<file path="src/rtl/debounce_edge_counter.sv">
// Debounces a synchronised single-bit level with a consecutive-sample FSM,
// emits one-cycle rise/fall pulses and counts accepted rising edges.
module debounce_edge_counter #(
  parameter int DEBOUNCE_CYCLES = 4,
  parameter int CNT_WIDTH       = 8
) (
  input  logic                 clk,
  input  logic                 reset,
  input  logic                 in,
  input  logic                 clr_cnt,
  output logic                 level,
  output logic                 rise,
  output logic                 fall,
  output logic [CNT_WIDTH-1:0] press_cnt,
  output logic                 overflow,
  output logic [1:0]           dbg_state
);

  localparam int SW = $clog2(DEBOUNCE_CYCLES + 1);
  localparam logic [SW-1:0] LAST = SW'(DEBOUNCE_CYCLES);

  typedef enum logic [1:0] {
    LOW_STABLE  = 2'd0,
    CHK_HIGH    = 2'd1,
    HIGH_STABLE = 2'd2,
    CHK_LOW     = 2'd3
  } state_t;

  state_t        state;
  logic [SW-1:0] stab_cnt;
  logic [SW-1:0] stab_inc;
  logic          accept_rise;
  logic          accept_fall;

  // rise/fall carry no handshake: each is a registered single-cycle strobe,
  // high in the cycle after the sample that completed the stable run.
  always_comb begin
    stab_inc    = stab_cnt + SW'(1);
    accept_rise = 1'b0;
    accept_fall = 1'b0;
    if (DEBOUNCE_CYCLES == 1) begin
      accept_rise = (state == LOW_STABLE) && in;
      accept_fall = (state == HIGH_STABLE) && !in;
    end else begin
      accept_rise = (state == CHK_HIGH) && in && (stab_inc == LAST);
      accept_fall = (state == CHK_LOW) && !in && (stab_inc == LAST);
    end
  end

  always_ff @(posedge clk) begin
    if (reset) begin
      state     <= LOW_STABLE;
      stab_cnt  <= '0;
      level     <= 1'b0;
      rise      <= 1'b0;
      fall      <= 1'b0;
      press_cnt <= '0;
      overflow  <= 1'b0;
    end else begin
      rise <= accept_rise;
      fall <= accept_fall;

      case (state)
        LOW_STABLE: begin
          level <= 1'b0;
          if (!in) begin
            stab_cnt <= '0;
          end else if (accept_rise) begin
            state    <= HIGH_STABLE;
            level    <= 1'b1;
            stab_cnt <= '0;
          end else begin
            state    <= CHK_HIGH;
            stab_cnt <= SW'(1);
          end
        end
        CHK_HIGH: begin
          level <= 1'b0;
          if (!in) begin
            state    <= LOW_STABLE;
            stab_cnt <= '0;
          end else if (accept_rise) begin
            state    <= HIGH_STABLE;
            level    <= 1'b1;
            stab_cnt <= '0;
          end else begin
            stab_cnt <= stab_inc;
          end
        end
        HIGH_STABLE: begin
          level <= 1'b1;
          if (in) begin
            stab_cnt <= '0;
          end else if (accept_fall) begin
            state    <= LOW_STABLE;
            level    <= 1'b0;
            stab_cnt <= '0;
          end else begin
            state    <= CHK_LOW;
            stab_cnt <= SW'(1);
          end
        end
        CHK_LOW: begin
          level <= 1'b1;
          if (in) begin
            state    <= HIGH_STABLE;
            stab_cnt <= '0;
          end else if (accept_fall) begin
            state    <= LOW_STABLE;
            level    <= 1'b0;
            stab_cnt <= '0;
          end else begin
            stab_cnt <= stab_inc;
          end
        end
        default: begin
          state    <= LOW_STABLE;
          level    <= 1'b0;
          stab_cnt <= '0;
        end
      endcase

      // Clear wins over the old value but not over a same-cycle press.
      if (clr_cnt) begin
        press_cnt <= accept_rise ? CNT_WIDTH'(1) : '0;
        overflow  <= 1'b0;
      end else if (accept_rise) begin
        press_cnt <= press_cnt + CNT_WIDTH'(1);
        if (press_cnt == '1) begin
          overflow <= 1'b1;
        end
      end
    end
  end

  assign dbg_state = state;

endmodule

</file>
<file path="config.mk">
export PLATFORM = sky130hd
export DESIGN_NAME = debounce_edge_counter
export DESIGN_NICKNAME = d
export VERILOG_FILES = /design/src/rtl/debounce_edge_counter.sv
export SDC_FILE = /design/constraint.sdc
export NUM_CORES = 1
export LEC_CHECK = 0
export ABC_AREA = 0
export CORE_MARGIN = 4
export CORE_UTILIZATION = 31
export DETAILED_ROUTE_END_ITERATION = 10
export DONT_BUFFER_PORTS = 1
export PLACE_DENSITY_LB_ADDON = 0.05
export SYNTH_ARGS = -nofsm -noshare
export SYNTH_HDL_FRONTEND = slang
export SYNTH_SLANG_ARGS = --single-unit
</file>
<file path="constraint.sdc">
create_clock -name clk -period 2.64 [get_ports clk]
set_input_delay 0.792 -clock clk [delete_from_list [all_inputs] [get_ports clk]]
set_output_delay 0.792 -clock clk [all_outputs]
set_load 0.01 [all_outputs]
</file>
==> qor.txt, run 1 <==
Clock Latency Late Sink -> 0.30 ns
Mapped Area -> 853.3 um^2
# DRC -> 0
Gate Count Post-Synth -> 85
Clock buffer count from CTS -> 3
Min Tclk post-route -> 1.692 ns
Number of nets in the layout -> 93
Pwr Total -> 419.3 uW
Hold slack -> 0.4916 ns
Hold_buf cts -> 0
Drt wl/cell -> 16.09 um
GR peak layer -> met2
Die area -> 3656 um^2
Async set-reset flop share out of synthesis -> 0%
Worst Path Arrival -> 0.90 ns
Die span in y -> 60.47 um
GRT Residual Overflow -> 0
Fin. Hold Viols -> 0
Placed cell areas -> 864.6 um^2
HPWL after DPL -> 1341 um
N_diodes -> 0
GR Util met2 -> 15.43%
Outcome -> finished, final reports clean
Clk slew on worst S/H paths -> 0.11 ns
Number of cells upsized or downsized after cts -> 0
CTS tree -> built
First-pass GRT wire length -> 2946 um
Pre-CTS WS -> 0.9172 ns
Vias/cell -> 5.452
Area contributors post-synth -> dfxtp_1 40%, mux2i_1 9.4%, nor4b_2 5.3%
DR vias -> 627
Final slew viol count -> 0
IR drop worst, VDD -> 0.1773 mV
Compound-cell area share of the yosys netlist -> 4.985%
Ys Warns -> 0
Synthesis-to-layout area growth -> 4.399%
Post-synth net total -> 92
# setup viols final -> 0
Max Cap Viol -> 0
Largest family of logic cells by synthesized area -> simple AND/OR/NAND/NOR gates
Drt pass-1 iters -> 4
Post-route ant nets -> 0
I/O pins -> 18
Layout Utilization -> 35.00%
Simple-Gate Fraction of Synth Area -> 34.31%
Share of the synthesized area in the top cell type -> 39.88%
Pleak -> 0.3005 nW
Post-CTS setup buffers -> 0
Pwr Density -> 470.7 nW/um^2
Clock Root Buffer -> clkbuf_4
Mux share of post-synthesis cell area -> 9.384%
Fin cells -> 115
Cells after DPL -> 111
Final setup TNS -> 0 ns
Layout cells sized above 1 -> 11.76%
Largest net degree at the start of global routing -> 13
Synth area leader -> dfxtp_1
Met1 Usage GRT -> 15.15%
Worst Setup End Kind -> output port
Clock Sinks -> 17
Die X -> 60.47 um
GRT Total Usage -> 11.09%
Crit Path Category -> flip-flop to output port
Critical path fanouts, max -> 7
Initial drt markers -> 22
Clock Skews -> 0.009076 ns
Crit share post-route -> 64.07%
Critical Path RT -> 1.85 ns
Average size of a mapped cell -> 10.04 um^2
M3 GR Usage -> 3.191%
Final Cell Area -> 890.9 um^2
Row count -> 18
Initial cell density of the core -> 33.53%
Hold crit path type -> flip-flop to flip-flop
Synth Area in Adders -> 4.399%
Crit path launch type -> flip-flop
Yosys reg bits -> 17
Worst-margin pin slew -> 0.6037 ns
Fmax achieved -> 591.2 MHz
Post-Synth XOR/XNOR Area -> 3.959%
Ys flop type -> dfxtp_1
Synth cell count leaders -> 17 x dfxtp_1, 9 x nand2_1, 8 x mux2i_1, 6 x or3_1, 5 x nand3_1
Final WL -> 1850 um
GPL Wtd Cong -> 0.7971
Clock Path Buffers -> 2
Vias in the first global route -> 589
Number of synthesized flops with an enable pin -> 0
Unrepaired setup endpoints after global routing -> no
Core area -> 2545 um^2
Most common cell in the netlist -> dfxtp_1
Final Worst Setup Slack -> 0.9485 ns
Port buffer count -> 0
Slew headroom -> 59.61%
Sequential area share after synthesis -> 39.88%
Post-synthesis cell type count -> 29
Initial antenna violation count -> 0
CTS H-tree lvls -> 1
==> state kept, by name, summed over array words and instances, names as in the netlist, named ones only <==
register and cells:
rise 1, overflow 1, dbg_state 1, level 1, fall 1, press_cnt 8, stab_cnt 3
==> layer usage <==
layer | up-vias | part of all wire, %
met5 | - | 0
met4 | 0 | 2.2
met3 | 5 | 4.8
met2 | 15 | 42
met1 | 293 | 51
li1 | 314 | -
==> cells in the final DEF, fill, tap and decap left out, drive strengths merged <==
cell type,synthesis,layout
a211oi,1,1
a21boi,1,1
a21oi,2,2
and3,1,1
and4b,1,1
clkbuf,1,4
dfxtp,17,17
ha,3,3
mux2i,8,8
nand2,9,9
nand2b,3,3
nand3,5,5
nand3b,1,1
nand4,2,2
nand4b,3,3
nor2,2,2
nor2b,1,1
nor3,3,3
nor3b,1,1
nor4,1,1
nor4b,3,3
o21ai,2,2
o31ai,1,1
or3,7,7
xnor2,1,1
xor2,2,2
==> where the power goes <==
group          leakage [nW]  internal, mW  total (mW)  switching, mW
Sequential            0.137         0.258       0.261        0.00327
Clock                0.0150        0.0588       0.146         0.0875
Combinational         0.148       0.00590      0.0115        0.00559
==> path summary, 6_finish.rpt <==
check                           cells after the start  slack [ns]            to    startpoint
worst max-delay path                                0        0.95  press_cnt[2]  press_cnt[2]
worst min-delay path                                1        0.49   stab_cnt[0]   stab_cnt[0]
worst max register to register                      4        1.05  press_cnt[0]   stab_cnt[0]
worst min register to register                      1        0.49   stab_cnt[0]   stab_cnt[0]
==> area by class of cell <==
type,count,area (um^2)
multi-input cells,64,486.7
clock buffers,4,26.28
fillers,271,1654
well taps,30,37.54
flip-flops and latches,17,340.3
==> logic make-up (layout without fill, tap and decap cells) <==
family | count (synthesis) | count (layout)
DFF | 17 | 17
adders and majority gates | 3 | 3
AOI/OAI and AO/OA | 7 | 7
buffers and inverters | 4 | 4
xor gates and xnor gates | 3 | 3
and+or+nand+nor | 43 | 43
muxes | 8 | 8
Note: power is estimated with default switching activity, not from simulation.
==> run 2, diff against run 1 <==
Clock period 2.64 ns to 1.5 ns, I/O delays scaled along.
==> run 2 against run 1 <==
  * Clock power grew 73%
  * Critical path depth grew 4
  * Final cell count grew 7.8%
  * Critical path type is now flip-flop to flip-flop
==> qor.txt, run 2 (same netlist as run 1, synthesis figures left out) <==
Clock Skews -> 0.004583 ns
Initial drt markers -> 34
Largest net degree at the start of global routing -> 13
Drt wl/cell -> 15.78 um
Cells after DPL -> 120
R2r endpoint -> press_cnt[5]
HPWL after DPL -> 1513 um
Layout Utilization -> 38.45%
Vias in the first global route -> 648
Clock Root Buffer -> clkbuf_4
R2R depth -> 4
Multi-input gate area -> 504.2 um^2
Hold slack -> 0.2072 ns
Layout cells sized above 1 -> 24.47%
Pwr Density -> 754.8 nW/um^2
Fin cells -> 124
Worst reg-to-reg setup slack -> 0.04 ns
Final WL -> 1957 um
Number of nets in the layout -> 102
First-pass GRT wire length -> 3201 um
Storage cell area -> 341.6 um^2
Die X -> 60.47 um
# DRC -> 0
Outcome -> finished, final reports clean
Max Cap Viol -> 0
GRT Residual Overflow -> 0
Hold_buf cts -> 0
Pleak -> 0.3650 nW
Drt pass-1 iters -> 4
Clock Path Buffers -> 2
GRT Total Usage -> 12.00%
Crit share post-route -> 97.58%
Row count -> 18
Synthesis-to-layout area growth -> 14.66%
Final slew viol count -> 0
Worst Path Arrival -> 1.69 ns
DR vias -> 649
Min Tclk post-route -> 1.464 ns
Clock Sinks -> 17
Slew headroom -> 63.54%
Initial antenna violation count -> 0
Max reg flops -> 8
CTS H-tree lvls -> 1
Pwr Total -> 738.5 uW
Post-CTS setup buffers -> 0
Clock buffer count from CTS -> 3
Die span in y -> 60.47 um
Fin. Hold Viols -> 0
CTS tree -> built
Worst Setup End Kind -> flip-flop
Worst-margin pin slew -> 0.5442 ns
Clk slew on worst S/H paths -> 0.11 ns
Core area -> 2545 um^2
Critical path fanouts, max -> 9
Hold crit path type -> input pin to flip-flop
Port buffer count -> 0
CP Launch Point -> stab_cnt[0]
GPL Wtd Cong -> 0.7467
Crit path launch type -> flip-flop
Initial cell density of the core -> 33.53%
R2R Path Start -> stab_cnt[0]
Regs by FF count -> press_cnt (8), stab_cnt (3)
Post-route ant nets -> 0
Filler Cell Count -> 265
I/O pins -> 18
Fmax achieved -> 683.2 MHz
Unrepaired setup endpoints after global routing -> yes
Die area -> 3656 um^2
Most frequent cells in the layout -> 16 x dfxtp_1, 9 x nand2_1, 9 x buf_4
Vias/cell -> 5.234
N_diodes -> 0
Crit Path Category -> flip-flop to flip-flop
Most flops, register -> press_cnt
Clock Latency Late Sink -> 0.29 ns
Critical Path RT -> 1.73 ns
IR drop worst, VDD -> 0.5062 mV
# setup viols final -> 0
Most common cell after layout, fill and taps aside -> dfxtp_1
Critical Path End -> press_cnt[5]
[run 2: per-stage QoR]
stage	setup TNS, ns	cell area (um^2)	setup slack [ns]
CTS	0	965.9	0.01057
global route	-0.1957	978.4	-0.04033
floorplan	0	853.3	0.1389
global placement	0	932.1	0.006623
detailed placement	-0.02171	932.1	-0.02171
finish	0	978.4	0.03625
[run 2: worst max-delay path: stages, from the launching register on]
cell and delay [ns]:
dfxtp_2 0.34, ha_1 0.24, xnor2_2 0.25, nor4b_2 0.37
mux2i_1 0.21
[run 2: cell type report]
cell class	instances	area share (%)
Sequential cell	17	34.91
Clock inverter	1	0.5115
Tap cell	30	3.836
Clock buffer	3	2.302
Multi-Input combinational cell	64	51.53
Timing Repair Buffer	9	6.905
[run 2: timing repair]
| action | 4_1_cts | 5_1_grt |
|---|---|---|
| setup endpoints to repair | 2 | 11 |
| pin swaps | 1 | 3 |
| resized for setup | 1 | 3 |
[run 2: worst min-delay path by stage]
| stage | start | end | slack, ns | cells past startpoint |
|---|---|---|---|---|
| floorplan | stab_cnt[0] | stab_cnt[0] | 0.45 | 1 |
| global placement | stab_cnt[0] | stab_cnt[0] | 0.46 | 1 |
| detailed placement | stab_cnt[0] | stab_cnt[0] | 0.47 | 1 |
| CTS | reset | press_cnt[0] | 0.19 | 1 |
| global route | in | fall | 0.19 | 1 |
| finish | reset | press_cnt[0] | 0.21 | 1 |
[run 2: power by group]
part           internal [mW]  leakage, nW  switching [mW]  total, mW
registers              0.455        0.138         0.00406      0.459
logic                 0.0145        0.210          0.0129     0.0274
clock network         0.0991       0.0177           0.153      0.252
[run 2: per-layer routing]
layer,vias up,share of wire [%],GRT usage [%]
met3,2,7.4,5.957
met5,-,0,0
met1,299,46,15.49
li1,328,-,-
met2,20,45,18.06
met4,0,0.97,2.786
==> run 3, diff against run 2 <==
Settings changed: CORE_UTILIZATION 31 to 53.
==> run 3 against run 2 <==
  * Sequential power barely moved
  * Combinational power rose by 3%
  * Utilization rose by 27 points
  * Final cell count fell by 13%
  * Setup slack improved by 0.041 ns
==> qor.txt, run 3 (same netlist as run 1, synthesis figures left out) <==
Outcome -> finished, final reports clean
Slew headroom -> 77.75%
Worst Path Arrival -> 1.66 ns
Die area -> 2316 um^2
Pleak -> 0.3521 nW
Max reg flops -> 8
Die span in y -> 48.13 um
GPL Wtd Cong -> 0.7632
Clock Path Buffers -> 2
First-pass GRT wire length -> 2829 um
# DRC -> 0
Pwr Density -> 758.6 nW/um^2
Most common cell after layout, fill and taps aside -> dfxtp_1
N_diodes -> 0
Die X -> 48.13 um
Final WL -> 1782 um
GRT Total Usage -> 17.80%
GRT Residual Overflow -> 0
Port buffer count -> 0
Worst-margin pin slew -> 0.3338 ns
Clock buffer count from CTS -> 3
Clock Skews -> 0.01308 ns
Clk slew on worst S/H paths -> 0.11 ns
Hold slack -> 0.2083 ns
Regs by FF count -> press_cnt (8), stab_cnt (3)
Clock Latency Late Sink -> 0.30 ns
Worst Setup End Kind -> flip-flop
Hold crit path type -> input pin to flip-flop
CTS tree -> built
Synthesis-to-layout area growth -> 14.96%
Fin cells -> 108
Clock Root Buffer -> clkbuf_4
Drt pass-1 iters -> 4
Most flops, register -> press_cnt
Core area -> 1506 um^2
Number of nets in the layout -> 100
Critical path fanouts, max -> 6
Crit share post-route -> 94.85%
Layout cells sized above 1 -> 26.09%
IR drop worst, VDD -> 0.4746 mV
Final slew viol count -> 0
Crit Path Category -> flip-flop to flip-flop
Initial drt markers -> 16
Fin. Hold Viols -> 0
# setup viols final -> 0
Vias/cell -> 5.981
Critical Path RT -> 1.74 ns
Row count -> 14
Min Tclk post-route -> 1.423 ns
Initial cell density of the core -> 56.64%
Drt wl/cell -> 16.50 um
Largest net degree at the start of global routing -> 13
Post-route ant nets -> 0
Max Cap Viol -> 0
Layout Utilization -> 65.12%
DR vias -> 646
Initial antenna violation count -> 0
HPWL after DPL -> 1296 um
Crit path launch type -> flip-flop
Cells after DPL -> 104
Fmax achieved -> 702.9 MHz
CTS H-tree lvls -> 1
Clock Sinks -> 17
I/O pins -> 18
Vias in the first global route -> 605
Most frequent cells in the layout -> 15 x dfxtp_1, 9 x nand2_1, 8 x mux2i_1
==> run 3: cell type report <==
class	instances	area (um^2)
clock buffers	4	26.28
fillers	135	525.5
multi-input cells	64	536.8
flip-flops and latches	17	345.3
well taps	16	20.02
repair buffers	7	52.55
==> run 3: metrics by stage <==
| stage | area [um^2] | power, mW | setup slack [ns] | TNS, ns |
|---|---|---|---|---|
| floorplan | 853.3 | 0.4948 | 0.1389 | 0 |
| global placement | 899.6 | 0.4944 | -0.006174 | -0.006174 |
| detailed placement | 899.6 | 0.4956 | -0.006094 | -0.006094 |
| CTS | 950.9 | 0.7433 | -0.007811 | -0.01294 |
| global route | 980.9 | 0.7768 | -0.002602 | -0.002602 |
| finish | 980.9 | 0.7441 | 0.07725 | 0 |
==> run 3: path summary, 6_finish.rpt <==
check	from	to	slack (ns)	cells past startpoint
worst min-delay path	reset	rise	0.21	1
worst max register to register	stab_cnt[1]	press_cnt[6]	0.08	4
worst max-delay path	stab_cnt[1]	press_cnt[6]	0.08	4
worst min register to register	stab_cnt[0]	stab_cnt[0]	0.47	1
==> run 3: worst max-delay path, cell delays in order, from the launching register on <==
cell      delay [ns]
dfxtp_2         0.37
ha_4            0.16
nand4b_1        0.25
nor4b_2         0.37
mux2i_1         0.22
==> run 3: what timing repair did <==
item                                    CTS  global route
pin swaps                                 2             3
buffers inserted                          0             0
hold buffers                              0             0
endpoints found under the setup margin    3            10
resized for setup                         3             8
==> run 3: metal layers <==
metal | global-route usage, % | wire (um)
met1 | 24.00 | 810
met2 | 25.59 | 839
met3 | 6.642 | 109
met4 | 6.989 | 21
met5 | 0 | 0
==> run 3: power breakdown <==
part | internal, mW | total [mW] | switching (mW)
Sequential | 0.454 | 0.458 | 0.00462
Combinational | 0.0149 | 0.0281 | 0.0131
Clock | 0.104 | 0.258 | 0.154
==> RTL change (flow settings as in run 3) <==
Change the parameter `DEBOUNCE_CYCLES` from 4 to 8.
--- a/src/rtl/debounce_edge_counter.sv
+++ b/src/rtl/debounce_edge_counter.sv
@@ -1,7 +1,7 @@
 // Debounces a synchronised single-bit level with a consecutive-sample FSM,
 // emits one-cycle rise/fall pulses and counts accepted rising edges.
 module debounce_edge_counter #(
-  parameter int DEBOUNCE_CYCLES = 4,
+  parameter int DEBOUNCE_CYCLES = 8,
   parameter int CNT_WIDTH       = 8
 ) (
   input  logic                 clk,
Check against the original RTL: not equivalent (a bounded check fails within 10 cycles, from zero or initial values and one cycle with reset high).
==> RTL change against run 3 <==
- the flow now finishes with violations (negative setup slack)
- worst setup slack worse by 0.090 ns
- combinational power up 26%
- power up 0.74%
- global-route usage down 1.2 points
- routed wire length up 2.6%
- clock skew down 0.012 ns
- design area up 17%
- sequential cell count up 1
- synthesized area up 3.4%
- largest cell class unchanged
- largest power group unchanged
==> RTL change: results (changes against run 3) <==
logic_synthesis:
  synth_cells: 96  # was 85
  synth_common_cells: "dfxtp_1 (18), nand2_1 (11), a21oi_1 (8), mux2i_1 (8)"  # was dfxtp_1 (17), nand2_1 (9), mux2i_1 (8), or3_1 (6), nand3_1 (5)
  synth_nets: 103  # was 92
  seq_area_frac_synth: 0.409  # was 0.399
  synthDistinctLibCells: 32  # was 29
  synthTopCellsByArea: "dfxtp_1 (41%), mux2i_1 (9.1%), nand2_1 (4.7%)"  # was dfxtp_1 (40%), mux2i_1 (9.4%), nor4b_2 (5.3%)
timing:
  holdWs_ns: 0.212  # was 0.208 ns
  skew_ns: 0.00145  # was 0.0131 ns
  relSlewSlack: 0.727  # was 0.777
  setup_viol: 1  # was 0
  setup_ws_ns: -0.0131  # was 0.0773 ns
power_and_ir_drop:
  irDropWorstVdd_mv: 0.627  # was 0.475 mV
  p_leak_nw: 0.413  # was 0.352 nW
drt:
  viasPerCell: 6.00  # was 5.98
  drt-initial-drc-count: 12  # was 16
cts:
  clock_latency_ns: 0.28  # was 0.30 ns
  clkTransAtPathRegs_ns: 0.09  # was 0.11 ns
placed_design:
  hpwlAfterDp_mm: 1.41  # was 1.30 mm
  place_congestion: 0.829  # was 0.763
  post-place-ws_ns: -0.0690  # was -0.00609 ns
setup_path:
  arrival_ns: 1.74  # was 1.66 ns
  reg2reg_from: "stab_cnt[0]"  # was stab_cnt[1]
  reg2reg_to: "press_cnt[0]"  # was press_cnt[6]
  worstRegToRegCells: 5  # was 4
outcome:
  failed_checks: "negative setup slack"
  outcome: "finished with violations"  # was finished, final reports clean
global_route:
  grt_pass1_vias: 782  # was 605
  grt_pass1_wl_mm: 3.25  # was 2.83 mm
finish:
  drive_above_1_share: 0.327  # was 0.261
  finalNonFillerCells: 129  # was 108
## RTL change: critical path, cell delays in order (launching register included)
cell and delay, ns:
dfxtp_4 0.39, ha_4 0.17, and3_4 0.17, o211a_1 0.13, or4_1 0.48, a21oi_2 0.12
## RTL change: cell type report
class                      count  area (sq um)
tap                           16          20.0
inverter                       1          3.75
fill                         121           395
timing repair buffer          15           113
sequential                    18           369
multi-input combinational     76           618
clock buffer                   3          22.5
## RTL change: worst max path at each step
stage,endpoint,slack (ns),cells past startpoint
after floorplan,press_cnt[0],0.006,4
after global placement,press_cnt[7],-0.06,4
after detailed placement,press_cnt[5],-0.07,4
after CTS,press_cnt[0],-0.03,5
after global routing,press_cnt[0],-0.07,5
final,press_cnt[0],-0.01,5
## RTL change: kinds of logic (layout without fill, tap and decap cells)
kind of cell	count (synthesis)	count (layout)	share of synthesized area
simple gates	41	41	0.262
compound gates	23	23	0.177
flops	18	18	0.409
mux	8	8	0.0908
fa+ha+maj	3	3	0.0426
buf+inv	2	19	0.00850
xor+xnor	1	1	0.00993
## RTL change: per-stage QoR
step | util | instance area [sq um] | setup TNS, ns
final | 0.744 | 1150 | -0.0131
after global routing | 0.744 | 1150 | -0.287
after global placement | 0.669 | 1030 | -0.142
after CTS | 0.731 | 1130 | -0.0282
after floorplan | - | 932 | 0
after detailed placement | 0.669 | 1030 | -0.281
## RTL change: what timing repair did
action | 4_1_cts | 5_1_grt
gates resized for setup | 9 | 5
buffers inserted | 4 | 0
cloned | 0 | 0
endpoints found under the hold margin | 0 | 0
endpoints found under the setup margin | 10 | 10
pin swaps | 3 | 1
## RTL change: routing by layer
layer	vias to the layer above	GRT usage	wire length [um]
met5	-	0	0
met4	0	0.0538	14
met3	4	0.0428	84
met2	15	0.278	897
met1	366	0.204	833
li1	389	-	-
## RTL change: report_power, final
| part | total [mW] | switching, mW | internal, mW |
|---|---|---|---|
| logic | 0.0355 | 0.0157 | 0.0198 |
| registers | 0.483 | 0.00490 | 0.479 |
| clock network | 0.231 | 0.137 | 0.0932 |
